$ cat config.mk
export PLATFORM = sky130hd
export DESIGN_NAME = alu_pipe
export DESIGN_NICKNAME = d
export VERILOG_FILES = /design/src/rtl/alu_pipe.sv
export SDC_FILE = /design/constraint.sdc
export NUM_CORES = 1
export LEC_CHECK = 0
export ABC_AREA = 1
export BUFFER_PORTS_ARGS = -buffer_cell sky130_fd_sc_hd__buf_2
export CAP_MARGIN = 20
export CORE_AREA = 8 8 91 93
export CTS_CLUSTER_SIZE = 40
export DETAILED_ROUTE_END_ITERATION = 10
export DIE_AREA = 0 0 99 101
export RECOVER_POWER = 25
export SKIP_LAST_GASP = 1
export SLEW_MARGIN = 20
export SYNTH_ARGS = -nofsm -noshare
export SYNTH_HDL_FRONTEND = slang
export SYNTH_SLANG_ARGS = --single-unit
$ cat constraint.sdc
create_clock -name clk -period 1.1 [get_ports clk]
set_input_delay 0.22 -clock clk [delete_from_list [all_inputs] [get_ports clk]]
set_output_delay 0.22 -clock clk [all_outputs]
set_load 0.1 [all_outputs]
$ cat src/rtl/alu_pipe.sv
// Registered ALU with valid/ready handshakes on both sides.
// Define ALU_MUL_EN to enable the multi-cycle shift-add multiply on opcode 1110.
module alu_pipe #(
  parameter int unsigned WIDTH = 8
) (
  input  logic             clk,
  input  logic             rst_n,
  input  logic             in_valid,
  output logic             in_ready,
  input  logic [3:0]       ctrl,
  input  logic [WIDTH-1:0] x,
  input  logic [WIDTH-1:0] y,
  output logic             out_valid,
  input  logic             out_ready,
  output logic [WIDTH-1:0] out,
  output logic             carry,
  output logic             zero,
  output logic             ovf
);

  localparam int unsigned SHW = $clog2(WIDTH);

  logic [WIDTH-1:0] out_q;
  logic             carry_q, zero_q, ovf_q, out_valid_q;
  logic             accept, load_alu, idle;
  logic [WIDTH:0]   sum, diff;
  logic [WIDTH-1:0] alu_res;
  logic             alu_c, alu_v;

`ifdef ALU_MUL_EN
  localparam logic [SHW-1:0] LastCnt = SHW'(WIDTH - 1);

  typedef enum logic [0:0] {StIdle, StMul} state_e;
  state_e             state_q;
  logic [2*WIDTH-1:0] prod_q, mcand_q, prod_nxt;
  logic [WIDTH-1:0]   mplier_q;
  logic [SHW-1:0]     cnt_q;
  logic               is_mul;

  assign idle     = (state_q == StIdle);
  assign is_mul   = (ctrl == 4'hE);
  assign prod_nxt = prod_q + (mplier_q[0] ? mcand_q : '0);
`else
  assign idle = 1'b1;
`endif

  assign in_ready = idle && (!out_valid_q || out_ready);
  assign accept   = in_valid && in_ready;
`ifdef ALU_MUL_EN
  assign load_alu = accept && !is_mul;
`else
  assign load_alu = accept;
`endif

  always_comb begin
    sum     = {1'b0, x} + {1'b0, y};
    diff    = {1'b0, x} - {1'b0, y};
    alu_res = '0;
    alu_c   = 1'b0;
    alu_v   = 1'b0;
    case (ctrl)
      4'h0: begin
        alu_res = sum[WIDTH-1:0];
        alu_c   = sum[WIDTH];
        alu_v   = (x[WIDTH-1] == y[WIDTH-1]) && (sum[WIDTH-1] != x[WIDTH-1]);
      end
      4'h1: begin
        alu_res = diff[WIDTH-1:0];
        alu_c   = diff[WIDTH];  // borrow out of the zero-extended subtraction
        alu_v   = (x[WIDTH-1] != y[WIDTH-1]) && (diff[WIDTH-1] != x[WIDTH-1]);
      end
      4'h2: alu_res = x & y;
      4'h3: alu_res = x | y;
      4'h4: alu_res = ~x;
      4'h5: alu_res = x ^ y;
      4'h6: alu_res = ~(x | y);
      4'h7: alu_res = y << x[SHW-1:0];
      4'h8: alu_res = y >> x[SHW-1:0];
      4'h9: alu_res = {x[WIDTH-1], x[WIDTH-1:1]};
      4'hA: alu_res = {x[WIDTH-2:0], x[WIDTH-1]};
      4'hB: alu_res = {x[0], x[WIDTH-1:1]};
      4'hC: alu_res = {{(WIDTH-1){1'b0}}, (x == y)};
      4'hD: alu_res = {{(WIDTH-1){1'b0}}, ($signed(x) < $signed(y))};
      default: ;
    endcase
  end

  always_ff @(posedge clk or negedge rst_n) begin
    if (!rst_n) begin
      out_q       <= '0;
      carry_q     <= 1'b0;
      zero_q      <= 1'b0;
      ovf_q       <= 1'b0;
      out_valid_q <= 1'b0;
`ifdef ALU_MUL_EN
      state_q     <= StIdle;
      prod_q      <= '0;
      mcand_q     <= '0;
      mplier_q    <= '0;
      cnt_q       <= '0;
`endif
    end else begin
      if (out_valid_q && out_ready) out_valid_q <= 1'b0;
      if (load_alu) begin
        out_q       <= alu_res;
        carry_q     <= alu_c;
        zero_q      <= (alu_res == '0);
        ovf_q       <= alu_v;
        out_valid_q <= 1'b1;
      end
`ifdef ALU_MUL_EN
      case (state_q)
        StIdle: begin
          if (accept && is_mul) begin
            state_q  <= StMul;
            prod_q   <= '0;
            mcand_q  <= {{WIDTH{1'b0}}, x};
            mplier_q <= y;
            cnt_q    <= '0;
          end
        end
        StMul: begin
          prod_q   <= prod_nxt;
          mcand_q  <= {mcand_q[2*WIDTH-2:0], 1'b0};
          mplier_q <= {1'b0, mplier_q[WIDTH-1:1]};
          cnt_q    <= cnt_q + 1'b1;  // wraps back to zero on the last iteration
          if (cnt_q == LastCnt) begin
            state_q     <= StIdle;
            out_q       <= prod_nxt[WIDTH-1:0];
            carry_q     <= |prod_nxt[2*WIDTH-1:WIDTH];
            zero_q      <= (prod_nxt[WIDTH-1:0] == '0);
            ovf_q       <= 1'b0;
            out_valid_q <= 1'b1;
          end
        end
        default: state_q <= StIdle;
      endcase
`endif
    end
  end

  assign out       = out_q;
  assign carry     = carry_q;
  assign zero      = zero_q;
  assign ovf       = ovf_q;
  assign out_valid = out_valid_q;

endmodule
==> impl_metrics.tcl <==
set metrics [dict create \
    status "finished, violations left" \
    violations "negative setup slack" \
    critPathKind "in2reg" \
    whs_ps 369 \
    synth_seq_cells 12 \
    ys_warn_count 0 \
    slew_viol_final 0 \
    rsz0062_at_grt "true" \
    synth-edff-count 0 \
    worst_slack_ps -568 \
    dieArea_um2 10000 \
    cap_violations 0 \
    ir_drop_mv 0.500 \
    drtIter0Drc 260 \
    async_reset_ff_frac 1.00 \
    grt_overflow 0 \
    min_from "in_valid" \
    hp-class "in2reg" \
    tns_ps -5220 \
    synth-main-ff-cell "dfrtp_1" \
    dp_slack_ps -991 \
    cpPeakStageDelay_ps 360 \
    cts_made_buffers 3 \
    synth_nets 547 \
    rrSetupSlack_ps -100 \
    pin_count 37 \
    startpoint_type "input port" \
    netlist.area_leader.share 0.251 \
    cts-root-buf "clkbuf_8" \
    critPathMaxFanout 3 \
    path_clk_slew_ps 60 \
    cts_tree "built" \
    synthTopCellsByArea "nand2_1 (25%), nand3_1 (16%), ha_1 (12%)" \
    final-setup-viol-count 13 \
    route.met3.wl_um 708 \
    yosysUniqueCellTypes 25 \
    cts_sinks 12 \
    ant_nets 0 \
    top_layer_used "met4" \
    final_cell_area_um2 4470 \
    die_x_um 99 \
    first_pass_iters 4 \
    tightest_slew_ps 463 \
    seq_area_frac_synth 0.115 \
    dpl_cell_area_um2 4030 \
    grt_start_max_net_pins 18 \
    antenna_found_initial 0 \
    clk_latency_ps 240 \
    row_count 31 \
    core-area_um2 6940 \
    synth_top_area_cell "nand2_1" \
    synth_area_per_cell_um2 5.26 \
    fin_cells 724 \
    yosysMostFrequentCell "nand2_1" \
    layout.nets 695 \
    post-route-util 0.644 \
    gp_congestion 0.960 \
    r2r-start "out_valid" \
    vias 3719 \
    syn_inst 495 \
    multi_input_area_um2 2360 \
    area_growth_syn_to_layout_pct 71.8 \
    p_per_area_nw_per_um2 835 \
    fmax_mhz 600 \
    wl_mm 11.4 \
    grt_pass1_wl_mm 18.6 \
    n_antenna_cell 0 \
    wl_per_cell_um 15.8 \
    wl_met1_mm 5.08 \
    finalHoldViolCount 0 \
    die_y_um 101 \
    cp_cell_sequence "buf_12 -> inv_16 -> ha_4 -> inv_4 -> fa_2 -> inv_2 -> nand2_1 -> nand2_1 -> nor2_1 -> nor2_1 -> nand2_1 -> nor2_1 -> nand2_1 -> nor2_2 -> nand2_1 -> nor2_1 -> nand3_1 -> nand2_1" \
    skew_ps 0.487 \
    ys_top_cells_by_count "nand2_1 (174), nand3_1 (84), nor2_1 (62), inv_1 (61), ha_1 (26)" \
    start_util 0.375 \
    numPortBuffers 36 \
    route.detailed.drc 0 \
    via_per_inst 5.14 \
    leakagePower_nw 2.40 \
    power_mw 3.74 \
    grt_pass1_vias 3673 \
    crit_arrival_ps 1850 \
    cts_htree_levels 1 \
    netlist_area_um2 2600 \
    critPathCaptureType "register" \
    cp.required_ps 1290 \
    fin_crit_sh 1.52 \
    fillCellCount 683 \
    fin_crit_ps 1670 \
    dp.cells 713 \
    place_hpwl_mm 9.45 \
    grt.total_usage 0.233 \
    clock_path_buffers 2 \
    critPathMostFrequentCell "nand2_1" \
    wl_met2_mm 5.35 \
    slew-limit-headroom 0.690 \
    crit_path_top_delay_cell "fa_2" \
    regArea_um2 317 \
    startpoint "x[0]" \
    drive_gt1_frac 0.407 \
]
## area by class of cell
class	instances	area share
Inverter	65	0.0607
Tap cell	82	0.0229
Multi-Input combinational cell	405	0.529
Clock buffer	4	0.0123
Timing Repair Buffer	156	0.305
Sequential cell	12	0.0707
## power breakdown
group | switching (mW) | internal (mW) | total (mW)
combinational | 1.55 | 1.08 | 2.63
sequential | 0.0852 | 0.530 | 0.615
clock | 0.176 | 0.317 | 0.493
total | 1.81 | 1.92 | 3.74
## routing by layer
metal	global-route usage	vias to the layer above
li1	-	1867
met1	0.300	1716
met2	0.390	117
met3	0.0345	19
met4	0.0673	0
met5	0	-
## cell families (layout without fill, tap and decap cells)
kind of cell    after synthesis  in the layout  synth area share
flops                        12             12             0.115
xor+xnor                      1              1           0.00336
compound gates               36             36            0.0725
simple gates                340            340             0.548
buf+inv                      78            225             0.121
fa+ha+maj                    28             28             0.140
## sequential cells by signal, indices dropped and copies added (netlist names)
name and count:
out_valid 1, out 8, zero 1, carry 1, ovf 1
## layout by cell type, fill, tap and decap left out, types with 4 or more instances in the layout
cell / instances
nand2_1: 158
buf_4: 110
nand3_1: 69
inv_1: 49
nor2_1: 48
buf_2: 18
buf_12: 16
nand3_2: 15
nor2_2: 15
ha_1: 15
nand2_2: 14
o21ai_0: 12
inv_2: 10
dfrtp_2: 10
a21oi_1: 8
ha_4: 8
buf_6: 8
o21ai_2: 5
nand4_1: 5
nor2_4: 4
nor3_1: 4
clkbuf_8: 4
## worst max-delay path, delay by kind of cell
family / cells / cell delay [ps]
buffers and inverters: 4 / 240
adders and majority gates: 2 / 490
and+or+nand+nor: 12 / 900
## worst paths after layout
| check | cells after the start | endpoint |
|---|---|---|
| min | 4 | out_valid |
| max in group asynchronous | 2 | out_valid |
| min in group asynchronous | 2 | out[6] |
| max reg2reg | 6 | out[2] |
| max | 18 | zero |
| min reg2reg | 2 | out[6] |
## what timing repair did
action                                  in CTS  in global routing
endpoints found under the setup margin      13                 13
hold endpoints to repair                    12                  0
pin swaps                                   37                 24
buffers inserted                             5                  3
hold buffers                                 1                  0
gates resized for setup                     58                 42
Power figures use the tool's default switching activity.
